`src/rtl/multicycle_ctrl_if.sv`:
```
// Control bundle between the multicycle MIPS controller and its datapath.
// master = controller side, slave = datapath (or bench) side.
interface multicycle_ctrl_if #(
    parameter int CNT_W = 32
);
    logic [5:0]       opcode;
    logic [5:0]       funct;
    logic             mem_ready;
    logic             pc_write;
    logic             pc_write_cond;
    logic             branch_ne;
    logic             i_or_d;
    logic             mem_read;
    logic             mem_write;
    logic             ir_write;
    logic [1:0]       mem_to_reg;
    logic [1:0]       reg_dst;
    logic             reg_write;
    logic             alu_src_a;
    logic [1:0]       alu_src_b;
    logic [1:0]       alu_op;
    logic [1:0]       pc_source;
    logic             illegal_op;
    logic [3:0]       state;
    logic [CNT_W-1:0] instr_count;

    modport master (
        input  opcode, funct, mem_ready,
        output pc_write, pc_write_cond, branch_ne, i_or_d, mem_read, mem_write,
               ir_write, mem_to_reg, reg_dst, reg_write, alu_src_a, alu_src_b,
               alu_op, pc_source, illegal_op, state, instr_count
    );

    modport slave (
        output opcode, funct, mem_ready,
        input  pc_write, pc_write_cond, branch_ne, i_or_d, mem_read, mem_write,
               ir_write, mem_to_reg, reg_dst, reg_write, alu_src_a, alu_src_b,
               alu_op, pc_source, illegal_op, state, instr_count
    );
endinterface

```
`src/rtl/multicycle_ctrl.sv`:
```
// Moore main control FSM for the multicycle MIPS datapath, with memory-ready
// stalls and a retired-instruction counter.
//
// state    | meaning
// IDLE     | after reset, all controls low
// FETCH    | read IR from mem[PC], PC <= PC+4 when memory ready
// DECODE   | branch target into ALUOut, dispatch on opcode
// MEM_ADDR | ALUOut <= rs + sext(imm)
// MEM_RD   | read mem[ALUOut] into MDR
// MEM_WB   | rt <= MDR
// MEM_WR   | write rt to mem[ALUOut]
// R_EXEC   | ALUOut <= rs op rt
// R_WB     | rd <= ALUOut
// BRANCH   | compare rs/rt, conditional PC load from ALUOut
// I_EXEC   | ALUOut <= rs + sext(imm)
// I_WB     | rt <= ALUOut
// JUMP     | PC <= jump target
// JAL      | $31 <= PC, PC <= jump target
// JR       | PC <= rs
module multicycle_ctrl #(
    parameter int CNT_W = 32
) (
    input  logic clk,
    input  logic rst_n,
    multicycle_ctrl_if.master ctl
);
    typedef enum logic [3:0] {
        S_IDLE     = 4'd0,  S_FETCH  = 4'd1,  S_DECODE = 4'd2,  S_MEM_ADDR = 4'd3,
        S_MEM_RD   = 4'd4,  S_MEM_WB = 4'd5,  S_MEM_WR = 4'd6,  S_R_EXEC   = 4'd7,
        S_R_WB     = 4'd8,  S_BRANCH = 4'd9,  S_I_EXEC = 4'd10, S_I_WB     = 4'd11,
        S_JUMP     = 4'd12, S_JAL    = 4'd13, S_JR     = 4'd14, S_UNUSED   = 4'd15
    } state_t;

    typedef struct packed {
        logic       pc_write;
        logic       pc_write_cond;
        logic       branch_ne;
        logic       i_or_d;
        logic       mem_read;
        logic       mem_write;
        logic [1:0] mem_to_reg;
        logic [1:0] reg_dst;
        logic       reg_write;
        logic       alu_src_a;
        logic [1:0] alu_src_b;
        logic [1:0] alu_op;
        logic [1:0] pc_source;
    } ctrl_t;

    state_t           r_state;
    ctrl_t            r_ctrl;
    logic [CNT_W-1:0] r_instr_count;
    state_t           w_next;
    state_t           w_dispatch;
    logic             w_legal;
    logic             w_fetch_go;
    logic             w_retire;

    // Controls are registered against the state being entered, so they are
    // glitch-free Moore outputs of the new state from the first cycle.
    function automatic ctrl_t ctrl_for(state_t s, logic [5:0] op);
        ctrl_t c;
        c = '0;
        case (s)
            S_FETCH:    begin c.mem_read = 1'b1; c.alu_src_b = 2'b01; end
            S_DECODE:   c.alu_src_b = 2'b11;
            S_MEM_ADDR: begin c.alu_src_a = 1'b1; c.alu_src_b = 2'b10; end
            S_MEM_RD:   begin c.mem_read = 1'b1; c.i_or_d = 1'b1; end
            S_MEM_WB:   begin c.reg_write = 1'b1; c.mem_to_reg = 2'b01; end
            S_MEM_WR:   begin c.mem_write = 1'b1; c.i_or_d = 1'b1; end
            S_R_EXEC:   begin c.alu_src_a = 1'b1; c.alu_op = 2'b10; end
            S_R_WB:     begin c.reg_write = 1'b1; c.reg_dst = 2'b01; end
            S_BRANCH: begin
                c.alu_src_a     = 1'b1;
                c.alu_op        = 2'b01;
                c.pc_write_cond = 1'b1;
                c.pc_source     = 2'b01;
                c.branch_ne     = (op == 6'h05);
            end
            S_I_EXEC:   begin c.alu_src_a = 1'b1; c.alu_src_b = 2'b10; end
            S_I_WB:     c.reg_write = 1'b1;
            S_JUMP:     begin c.pc_write = 1'b1; c.pc_source = 2'b10; end
            S_JAL: begin
                c.reg_write  = 1'b1;
                c.reg_dst    = 2'b10;
                c.mem_to_reg = 2'b10;
                c.pc_write   = 1'b1;
                c.pc_source  = 2'b10;
            end
            S_JR:       begin c.pc_write = 1'b1; c.pc_source = 2'b11; end
            default:    c = '0;
        endcase
        return c;
    endfunction

    always_comb begin
        w_legal    = 1'b1;
        w_dispatch = S_FETCH;
        case (ctl.opcode)
            6'h00:        w_dispatch = (ctl.funct == 6'h08) ? S_JR : S_R_EXEC;
            6'h23, 6'h2B: w_dispatch = S_MEM_ADDR;
            6'h04, 6'h05: w_dispatch = S_BRANCH;
            6'h08:        w_dispatch = S_I_EXEC;
            6'h02:        w_dispatch = S_JUMP;
            6'h03:        w_dispatch = S_JAL;
            default:      w_legal    = 1'b0;
        endcase
    end

    always_comb begin
        w_next = S_FETCH;
        case (r_state)
            S_IDLE:     w_next = S_FETCH;
            S_FETCH:    w_next = ctl.mem_ready ? S_DECODE : S_FETCH;
            S_DECODE:   w_next = w_dispatch;
            S_MEM_ADDR: w_next = (ctl.opcode == 6'h23) ? S_MEM_RD : S_MEM_WR;
            S_MEM_RD:   w_next = ctl.mem_ready ? S_MEM_WB : S_MEM_RD;
            S_MEM_WR:   w_next = ctl.mem_ready ? S_FETCH : S_MEM_WR;
            S_R_EXEC:   w_next = S_R_WB;
            S_I_EXEC:   w_next = S_I_WB;
            default:    w_next = S_FETCH;
        endcase
    end

    // DECODE only reaches FETCH through the illegal-opcode path.
    assign w_retire   = (w_next == S_FETCH) && !(r_state inside {S_IDLE, S_FETCH, S_DECODE});
    assign w_fetch_go = (r_state == S_FETCH) && ctl.mem_ready;

    always_ff @(posedge clk or negedge rst_n) begin
        if (!rst_n) begin
            r_state       <= S_IDLE;
            r_ctrl        <= '0;
            r_instr_count <= '0;
        end else begin
            r_state <= w_next;
            r_ctrl  <= ctrl_for(w_next, ctl.opcode);
            if (w_retire) r_instr_count <= r_instr_count + 1'b1;
        end
    end

    assign ctl.pc_write      = r_ctrl.pc_write | w_fetch_go;
    assign ctl.ir_write      = w_fetch_go;
    assign ctl.pc_write_cond = r_ctrl.pc_write_cond;
    assign ctl.branch_ne     = r_ctrl.branch_ne;
    assign ctl.i_or_d        = r_ctrl.i_or_d;
    assign ctl.mem_read      = r_ctrl.mem_read;
    assign ctl.mem_write     = r_ctrl.mem_write;
    assign ctl.mem_to_reg    = r_ctrl.mem_to_reg;
    assign ctl.reg_dst       = r_ctrl.reg_dst;
    assign ctl.reg_write     = r_ctrl.reg_write;
    assign ctl.alu_src_a     = r_ctrl.alu_src_a;
    assign ctl.alu_src_b     = r_ctrl.alu_src_b;
    assign ctl.alu_op        = r_ctrl.alu_op;
    assign ctl.pc_source     = r_ctrl.pc_source;
    assign ctl.illegal_op    = (r_state == S_DECODE) && !w_legal;
    assign ctl.state         = r_state;
    assign ctl.instr_count   = r_instr_count;
endmodule

```
`src/flat_wrapper.sv`:
```
// flat-port wrapper written by rule: the top's interface ports become plain ports
module multicycle_ctrl_flat 
#(
    parameter int CNT_W = 32
)
  (clk, rst_n, ctl_opcode, ctl_funct, ctl_mem_ready, ctl_pc_write, ctl_pc_write_cond, ctl_branch_ne, ctl_i_or_d, ctl_mem_read, ctl_mem_write, ctl_ir_write, ctl_mem_to_reg, ctl_reg_dst, ctl_reg_write, ctl_alu_src_a, ctl_alu_src_b, ctl_alu_op, ctl_pc_source, ctl_illegal_op, ctl_state, ctl_instr_count);
  multicycle_ctrl_if #(.CNT_W(CNT_W)) ctl_i ();
  input  logic clk;
  input  logic rst_n;
  input wire logic [$bits(ctl_i.opcode)-1:0] ctl_opcode;
  input wire logic [$bits(ctl_i.funct)-1:0] ctl_funct;
  input wire logic [$bits(ctl_i.mem_ready)-1:0] ctl_mem_ready;
  output wire logic [$bits(ctl_i.pc_write)-1:0] ctl_pc_write;
  output wire logic [$bits(ctl_i.pc_write_cond)-1:0] ctl_pc_write_cond;
  output wire logic [$bits(ctl_i.branch_ne)-1:0] ctl_branch_ne;
  output wire logic [$bits(ctl_i.i_or_d)-1:0] ctl_i_or_d;
  output wire logic [$bits(ctl_i.mem_read)-1:0] ctl_mem_read;
  output wire logic [$bits(ctl_i.mem_write)-1:0] ctl_mem_write;
  output wire logic [$bits(ctl_i.ir_write)-1:0] ctl_ir_write;
  output wire logic [$bits(ctl_i.mem_to_reg)-1:0] ctl_mem_to_reg;
  output wire logic [$bits(ctl_i.reg_dst)-1:0] ctl_reg_dst;
  output wire logic [$bits(ctl_i.reg_write)-1:0] ctl_reg_write;
  output wire logic [$bits(ctl_i.alu_src_a)-1:0] ctl_alu_src_a;
  output wire logic [$bits(ctl_i.alu_src_b)-1:0] ctl_alu_src_b;
  output wire logic [$bits(ctl_i.alu_op)-1:0] ctl_alu_op;
  output wire logic [$bits(ctl_i.pc_source)-1:0] ctl_pc_source;
  output wire logic [$bits(ctl_i.illegal_op)-1:0] ctl_illegal_op;
  output wire logic [$bits(ctl_i.state)-1:0] ctl_state;
  output wire logic [$bits(ctl_i.instr_count)-1:0] ctl_instr_count;
  assign ctl_i.opcode = ctl_opcode;
  assign ctl_i.funct = ctl_funct;
  assign ctl_i.mem_ready = ctl_mem_ready;
  assign ctl_pc_write = ctl_i.pc_write;
  assign ctl_pc_write_cond = ctl_i.pc_write_cond;
  assign ctl_branch_ne = ctl_i.branch_ne;
  assign ctl_i_or_d = ctl_i.i_or_d;
  assign ctl_mem_read = ctl_i.mem_read;
  assign ctl_mem_write = ctl_i.mem_write;
  assign ctl_ir_write = ctl_i.ir_write;
  assign ctl_mem_to_reg = ctl_i.mem_to_reg;
  assign ctl_reg_dst = ctl_i.reg_dst;
  assign ctl_reg_write = ctl_i.reg_write;
  assign ctl_alu_src_a = ctl_i.alu_src_a;
  assign ctl_alu_src_b = ctl_i.alu_src_b;
  assign ctl_alu_op = ctl_i.alu_op;
  assign ctl_pc_source = ctl_i.pc_source;
  assign ctl_illegal_op = ctl_i.illegal_op;
  assign ctl_state = ctl_i.state;
  assign ctl_instr_count = ctl_i.instr_count;
  multicycle_ctrl #(.CNT_W(CNT_W)) u_core (.clk(clk), .rst_n(rst_n), .ctl(ctl_i));
endmodule
```
`config.mk`:
```
export PLATFORM = sky130hd
export DESIGN_NAME = multicycle_ctrl_flat
export DESIGN_NICKNAME = d
export VERILOG_FILES = /design/src/rtl/multicycle_ctrl_if.sv /design/src/rtl/multicycle_ctrl.sv /design/src/flat_wrapper.sv
export SDC_FILE = /design/constraint.sdc
export NUM_CORES = 1
export LEC_CHECK = 0
export CORE_MARGIN = 2
export CORE_UTILIZATION = 45
export CTS_CLUSTER_DIAMETER = 30
export DETAILED_ROUTE_END_ITERATION = 10
export PLACE_DENSITY = 0.75
export SLEW_MARGIN = 10
export SYNTH_ARGS = -nofsm -noshare
export SYNTH_HDL_FRONTEND = slang
export SYNTH_SLANG_ARGS = --single-unit
```
`constraint.sdc`:
```
create_clock -name clk -period 3.2 [get_ports clk]
set_clock_uncertainty 0.15 [all_clocks]
set_input_delay 0.32 -clock clk [delete_from_list [all_inputs] [get_ports clk]]
set_output_delay 0.32 -clock clk [all_outputs]
set_load 0.01 [all_outputs]
```
==> impl_metrics.env, run 1 <==
export IMPL_status="completed"
export IMPL_nNetsFinal=343
export IMPL_hpwl_um=4140
export IMPL_numClockSinks=53
export IMPL_multi_input_area_um2=1220
export IMPL_place_gp_congestion=0.870
export IMPL_max_cap_violations=0
export IMPL_setup_tns_ns=0
export IMPL_rows=28
export IMPL_p_clk_share_pct=20.0
export IMPL_largest_reg_flops=32
export IMPL_routedWlPerCell_um=13.9
export IMPL_antenna_cells=0
export IMPL_cts_root_buffer="clkbuf_8"
export IMPL_p_sw_share_pct=35.8
export IMPL_cellLeakagePower_nw=1.46
export IMPL_syn_num_nets=279
export IMPL_num_io_pins=71
export IMPL_crit_path_max_fanout=13
export IMPL_fillers=503
export IMPL_die_area_um2=6670
export IMPL_start_util_pct=46.1
export IMPL_yosys_most_used_dff="dfrtp_1"
export IMPL_slew_headroom_pct=51.8
export IMPL_grt_max_degree=34
export IMPL_grt_first_pass_wirelength_um=9230
export IMPL_yosysMostFrequentCell="dfrtp_1"
export IMPL_synth_cells=263
export IMPL_synth_top_area_cell="dfrtp_1"
export IMPL_startpoint_type="flop"
export IMPL_post_route_cells_drive_above_1_share_pct=8.84
export IMPL_worst_setup_path_type="flop to output pin"
export IMPL_finalWorstSetupSlack_ns=0.404
export IMPL_seqPwrFrac_pct=37.9
export IMPL_ctsResizeCount=0
export IMPL_hold_class="flop to flop"
export IMPL_critical_path_required_ns=2.73
export IMPL_setup_viol=0
export IMPL_tightest_slew_ns=0.723
export IMPL_comb_power_share_pct=42.2
export IMPL_max_stage_delay_ns=0.59
export IMPL_post_place_ws_ns=0.347
export IMPL_synth_seq_cells=53
export IMPL_antenna_found_initial=0
export IMPL_rsz0062_at_grt="false"
export IMPL_slowest_stage="clkdlybuf4s50_1"
export IMPL_intPower_mw=1.50
export IMPL_yosys_warnings=0
export IMPL_core_area_um2=5890
export IMPL_grtUsageTotal_pct=17.8
export IMPL_drt_iter0_markers=173
export IMPL_p_switching_mw=0.835
export IMPL_syn2layout_area_growth_pct=31.5
export IMPL_insertion_delay_ns=0.30
export IMPL_yosysTopAreaCellShare_pct=48.9
export IMPL_ant_nets=0
export IMPL_routed_wl_um=5620
export IMPL_async_flop_share_pct=100
export IMPL_vias_per_cell=5.48
export IMPL_maxSlewViolCount=0
export IMPL_grt_overflow=0
export IMPL_crit_path_end_kind="output pin"
export IMPL_numCtsBuffers=5
export IMPL_synth_area_top_cells="dfrtp_1, xnor2_1, nand4_1"
export IMPL_ys_seq_area_share_pct=48.9
export IMPL_cp_arrival_ns=2.33
export IMPL_hold_path_depth=1
export IMPL_syn_area_per_cell_um2=10.3
export IMPL_clk_pin_slew_ns=0.09
export IMPL_tritoncts="yes"
export IMPL_crit_path_cell_trace="nand2b_1, nor3_1, nor3b_1, clkdlybuf4s50_1"
export IMPL_ys_top_cells_by_count="dfrtp_1, xnor2_1, nand4_1"
export IMPL_fmax_mhz=358
export IMPL_htree_levels=2
export IMPL_die_w_um=81.7
export IMPL_io_buffers=70
export IMPL_ir_drop_uv=386
export IMPL_grt_pass1_vias=1984
export IMPL_ff_latch_area_um2=1330
export IMPL_die_h_um=81.7
export IMPL_post_route_drc_count=0
export IMPL_dr_total_vias=2210
export IMPL_cts_max_path_buffers=2
export IMPL_fin_crit_ns=2.80
export IMPL_cellPowerDensity_nw_per_um2=653
export IMPL_synth_edf_count=0
export IMPL_hold_viol=0
export IMPL_reg2reg_depth=6
export IMPL_synth_distinct_cells=44
export IMPL_drt_first_pass_iters=4
export IMPL_netlist_area_um2=2710
export IMPL_timing_final_crit_share_pct=87.4
[stage by stage]
stage / utilization, % / hold slack (ns) / instances / power [mW] / instance area (um^2)
floorplan: - / -0.126 / 263 / 1.51 / 2710
global placement: 58.4 / 0.267 / 394 / 1.86 / 3440
detailed placement: 58.4 / 0.264 / 394 / 1.88 / 3440
CTS: 60.7 / 0.328 / 403 / 2.35 / 3570
global route: 60.7 / 0.350 / 403 / 2.48 / 3570
finish: 60.7 / 0.325 / 403 / 2.33 / 3570
[logic make-up after synthesis]
kind of cell	share of synthesized area, %
xor+xnor	11.3
fa+ha+maj	0.461
mux	0.784
simple gates	25.5
flops	48.9
buf+inv	6.68
compound gates	6.36
[per-layer routing]
metal  track usage (%)  share of wire [%]
met2              27.7                 46
met5                 0                  0
met4              5.33                1.1
met1              25.7                 48
met3              2.75                4.7
[power by group through the flow]
stage / combinational [mW] / sequential, mW / clock, mW
global route: 1.08 / 0.902 / 0.499
floorplan: 0.632 / 0.878 / 0
finish: 0.983 / 0.882 / 0.465
global placement: 0.961 / 0.895 / 0
detailed placement: 0.984 / 0.897 / 0
CTS: 0.987 / 0.884 / 0.478
[timing repair]
item,CTS,global route
setup buffers,0,0
endpoints found under the hold margin,32,0
hold buffers,1,0
[final cells by class]
type                            count  share of cell area [%]
Sequential cell                    53                    37.2
Multi-Input combinational cell    179                    34.2
Timing Repair Buffer               81                    21.9
Tap cell                           75                    2.63
Clock buffer                        6                    2.31
Clock inverter                      2                    1.05
Inverter                            7                   0.736
[critical path: cells and delay by family (launching register included)]
| family | cells | cell delay [ns] |
|---|---|---|
| AND/OR/NAND/NOR | 3 | 0.91 |
| buffers and inverters | 1 | 0.59 |
| flip-flops | 1 | 0.53 |
[layout by cell type (no fill, tap or decap), drive strengths merged, types with 2 or more instances in the layout]
master         Yosys  final
a211oi             2      2
a21oi              4      4
and2               7      7
and3              14     14
and4               4      4
buf               20     11
clkbuf             4      6
clkdlybuf4s50      0     69
dfrtp             53     53
inv                7      7
nand2              7      7
nand2b             6      6
nand3             15     15
nand4             27     27
nor2              11     11
nor2b              3      3
nor3               8      8
nor3b              3      3
nor4               5      5
nor4b              2      2
o221a              2      2
o31ai              4      4
or2                2      2
or3                3      3
xnor2             34     34
[path summary, 6_finish.rpt]
path | startpoint | endpoint | slack (ns)
max | u_core.ctl.state[0] | ctl_illegal_op | 0.40
min | u_core.ctl.instr_count[31] | u_core.ctl.instr_count[31] | 0.32
max reg2reg | u_core.ctl.state[0] | u_core.ctl.branch_ne | 0.63
min reg2reg | u_core.ctl.instr_count[31] | u_core.ctl.instr_count[31] | 0.32
max in group asynchronous | rst_n | u_core.ctl.instr_count[8] | 1.72
min in group asynchronous | rst_n | u_core.ctl.alu_op[1] | 0.45
No activity file was read; power rests on OpenSTA's default activity.
==> run 2, diff against run 1 <==
--- a/config.mk
+++ b/config.mk
@@ -10,6 +10,8 @@
 export CTS_CLUSTER_DIAMETER = 30
 export DETAILED_ROUTE_END_ITERATION = 10
 export PLACE_DENSITY = 0.75
+export SETUP_SLACK_MARGIN = 0.4
+export SKIP_LAST_GASP = 1
 export SLEW_MARGIN = 10
 export SYNTH_ARGS = -nofsm -noshare
 export SYNTH_HDL_FRONTEND = slang
==> constraint.sdc (replaced) <==
create_clock -name clk -period 3.2 [get_ports clk]
set_clock_uncertainty 0.15 [all_clocks]
set_input_delay 0.48 -clock clk [delete_from_list [all_inputs] [get_ports clk]]
set_output_delay 0.48 -clock clk [all_outputs]
set_load 0.01 [all_outputs]
==> impl_metrics.env, run 2 (synthesized netlist as in run 1, its figures left out) <==
export IMPL_status="finished, violations left"
export IMPL_violations="hold timing"
export IMPL_cts_max_path_buffers=2
export IMPL_setup_tns_ns=0
export IMPL_vias_per_cell=5.48
export IMPL_htree_levels=2
export IMPL_grtUsageTotal_pct=18.5
export IMPL_p_switching_mw=0.847
export IMPL_hpwl_um=4180
export IMPL_grt_first_pass_wirelength_um=9600
export IMPL_tritoncts="yes"
export IMPL_reg2reg_depth=6
export IMPL_crit_path_end_kind="output pin"
export IMPL_largest_reg_flops=32
export IMPL_intPower_mw=1.38
export IMPL_io_buffers=70
export IMPL_grt_overflow=0
export IMPL_cellLeakagePower_nw=1.43
export IMPL_endpoint="ctl_illegal_op"
export IMPL_grt_pass1_vias=2039
export IMPL_routed_wl_um=5830
export IMPL_setup_viol=0
export IMPL_hold_class="input pin to async pin"
export IMPL_final_util_pct=59.9
export IMPL_max_cap_violations=0
export IMPL_drt_iter0_markers=103
export IMPL_power_mw=2.22
export IMPL_ant_nets=0
export IMPL_r2r_end="u_core.ctl.alu_src_a"
export IMPL_path_depth=5
export IMPL_core_area_um2=5890
export IMPL_p_sw_share_pct=38.1
export IMPL_p_clk_share_pct=16.6
export IMPL_rsz0062_at_grt="true"
export IMPL_critical_path_required_ns=2.57
export IMPL_insertion_delay_ns=0.30
export IMPL_worst_setup_path_type="input pin to output pin"
export IMPL_multi_input_area_um2=1250
export IMPL_slew_headroom_pct=55.6
export IMPL_whs_ns=-0.00252
export IMPL_hold_viol=1
export IMPL_die_w_um=81.7
export IMPL_crit_path_frequent_cell="clkdlybuf4s50_1"
export IMPL_dp_cells=390
export IMPL_die_h_um=81.7
export IMPL_numClockSinks=53
export IMPL_tightest_slew_ns=0.664
export IMPL_numCtsBuffers=5
export IMPL_maxSlewViolCount=0
export IMPL_critPathLaunch="ctl_opcode[4]"
export IMPL_nNetsFinal=338
export IMPL_fillers=518
export IMPL_ir_drop_uv=393
export IMPL_startpoint_type="input pin"
export IMPL_post_route_cells_drive_above_1_share_pct=9.60
export IMPL_clk_pin_slew_ns=0.10
export IMPL_die_area_um2=6670
export IMPL_cts_hold_buffers=0
export IMPL_mostFrequentLayoutCells="clkdlybuf4s50_1, dfrtp_1, xnor2_1"
export IMPL_antenna_cells=0
export IMPL_syn2layout_area_growth_pct=29.9
export IMPL_start_util_pct=46.1
export IMPL_crit_path_cell_trace="clkdlybuf4s50_1, or2_2, nor3_1, nor3b_2, clkdlybuf4s50_1"
export IMPL_ff_latch_area_um2=1330
export IMPL_max_stage_delay_ns=0.50
export IMPL_place_gp_congestion=0.838
export IMPL_fmax_mhz=360
export IMPL_crit_path_max_fanout=5
export IMPL_cp_arrival_ns=2.15
export IMPL_final_common_cell="clkdlybuf4s50_1"
export IMPL_comb_power_share_pct=43.3
export IMPL_dr_total_vias=2182
export IMPL_post_route_drc_count=0
export IMPL_fin_crit_ns=2.78
export IMPL_grt_max_degree=31
export IMPL_cts_root_buffer="clkbuf_8"
export IMPL_num_io_pins=71
export IMPL_reg2reg_slack_ns=0.63
export IMPL_regToRegStartpoint="u_core.ctl.state[2]"
export IMPL_routedWlPerCell_um=14.6
export IMPL_stdcell_count=398
export IMPL_post_cts_setup_buffer_count=0
export IMPL_timing_final_crit_share_pct=86.9
export IMPL_slowest_stage="clkdlybuf4s50_1"
export IMPL_rows=28
export IMPL_cellPowerDensity_nw_per_um2=631
export IMPL_cp_num_buf_inv=2
export IMPL_crit_family="buffers and inverters"
export IMPL_drt_first_pass_iters=4
export IMPL_antenna_found_initial=0
export IMPL_seqPwrFrac_pct=40.1
run 2: cell count changes in the layout (fill, tap and decap cells not counted), moves of 2 or more:
cell	delta
clkdlybuf4s50_1	-2
dfrtp_2	+2
buf_4	-5
clkinv_2	+2
dfrtp_1	-2
dlygate4sd2_1	+2
run 2: worst min-delay path by stage:
stage / start / to / slack (ns)
after global placement: u_core.ctl.instr_count[31] / u_core.ctl.instr_count[31] / 0.31
final: rst_n / u_core.ctl.alu_op[1] / -0.003
after detailed placement: u_core.ctl.instr_count[31] / u_core.ctl.instr_count[31] / 0.32
after global routing: rst_n / u_core.ctl.alu_op[1] / 0.02
after floorplan: rst_n / u_core.ctl.alu_op[1] / 0.03
after CTS: rst_n / u_core.ctl.alu_op[1] / 0.01
run 2: per-stage QoR:
| step | setup WS [ns] | hold slack [ns] | area [um^2] |
|---|---|---|---|
| final | 0.419 | -0.00252 | 3520 |
| after global routing | 0.354 | 0.0238 | 3520 |
| after CTS | 0.419 | 0.0116 | 3510 |
| after detailed placement | 0.117 | 0.323 | 3410 |
| after global placement | 0.194 | 0.313 | 3410 |
| after floorplan | 0.739 | 0.0344 | 2710 |
run 2: cell type report:
cell class                      count  share of cell area [%]
Sequential cell                    53                    37.7
Multi-Input combinational cell    179                    35.4
Timing Repair Buffer               76                    21.1
Tap cell                           75                    2.66
Clock buffer                        5                    1.95
Inverter                            7                   0.745
Clock inverter                      3                   0.497
run 2: metal layers:
metal / GRT usage, % / vias to the layer above / share of wire (%)
met4: 5.50 / 0 / 1.1
met1: 27.1 / 1074 / 49
met5: 0 / - / 0
li1: - / 1049 / -
met2: 27.9 / 55 / 47
met3: 3.52 / 4 / 3.7
run 2: repair_timing:
| item | in CTS | in global routing |
|---|---|---|
| resized for setup | 6 | 4 |
| pin swaps | 0 | 0 |
| setup endpoints to repair | 1 | 27 |
run 2: power by group through the flow:
stage	registers [mW]	clock network, mW	logic [mW]
finish	0.893	0.368	0.963
floorplan	0.878	0	0.632
detailed placement	0.897	0	0.945
CTS	0.891	0.380	0.951
global placement	0.893	0	0.932
global route	0.908	0.410	1.05
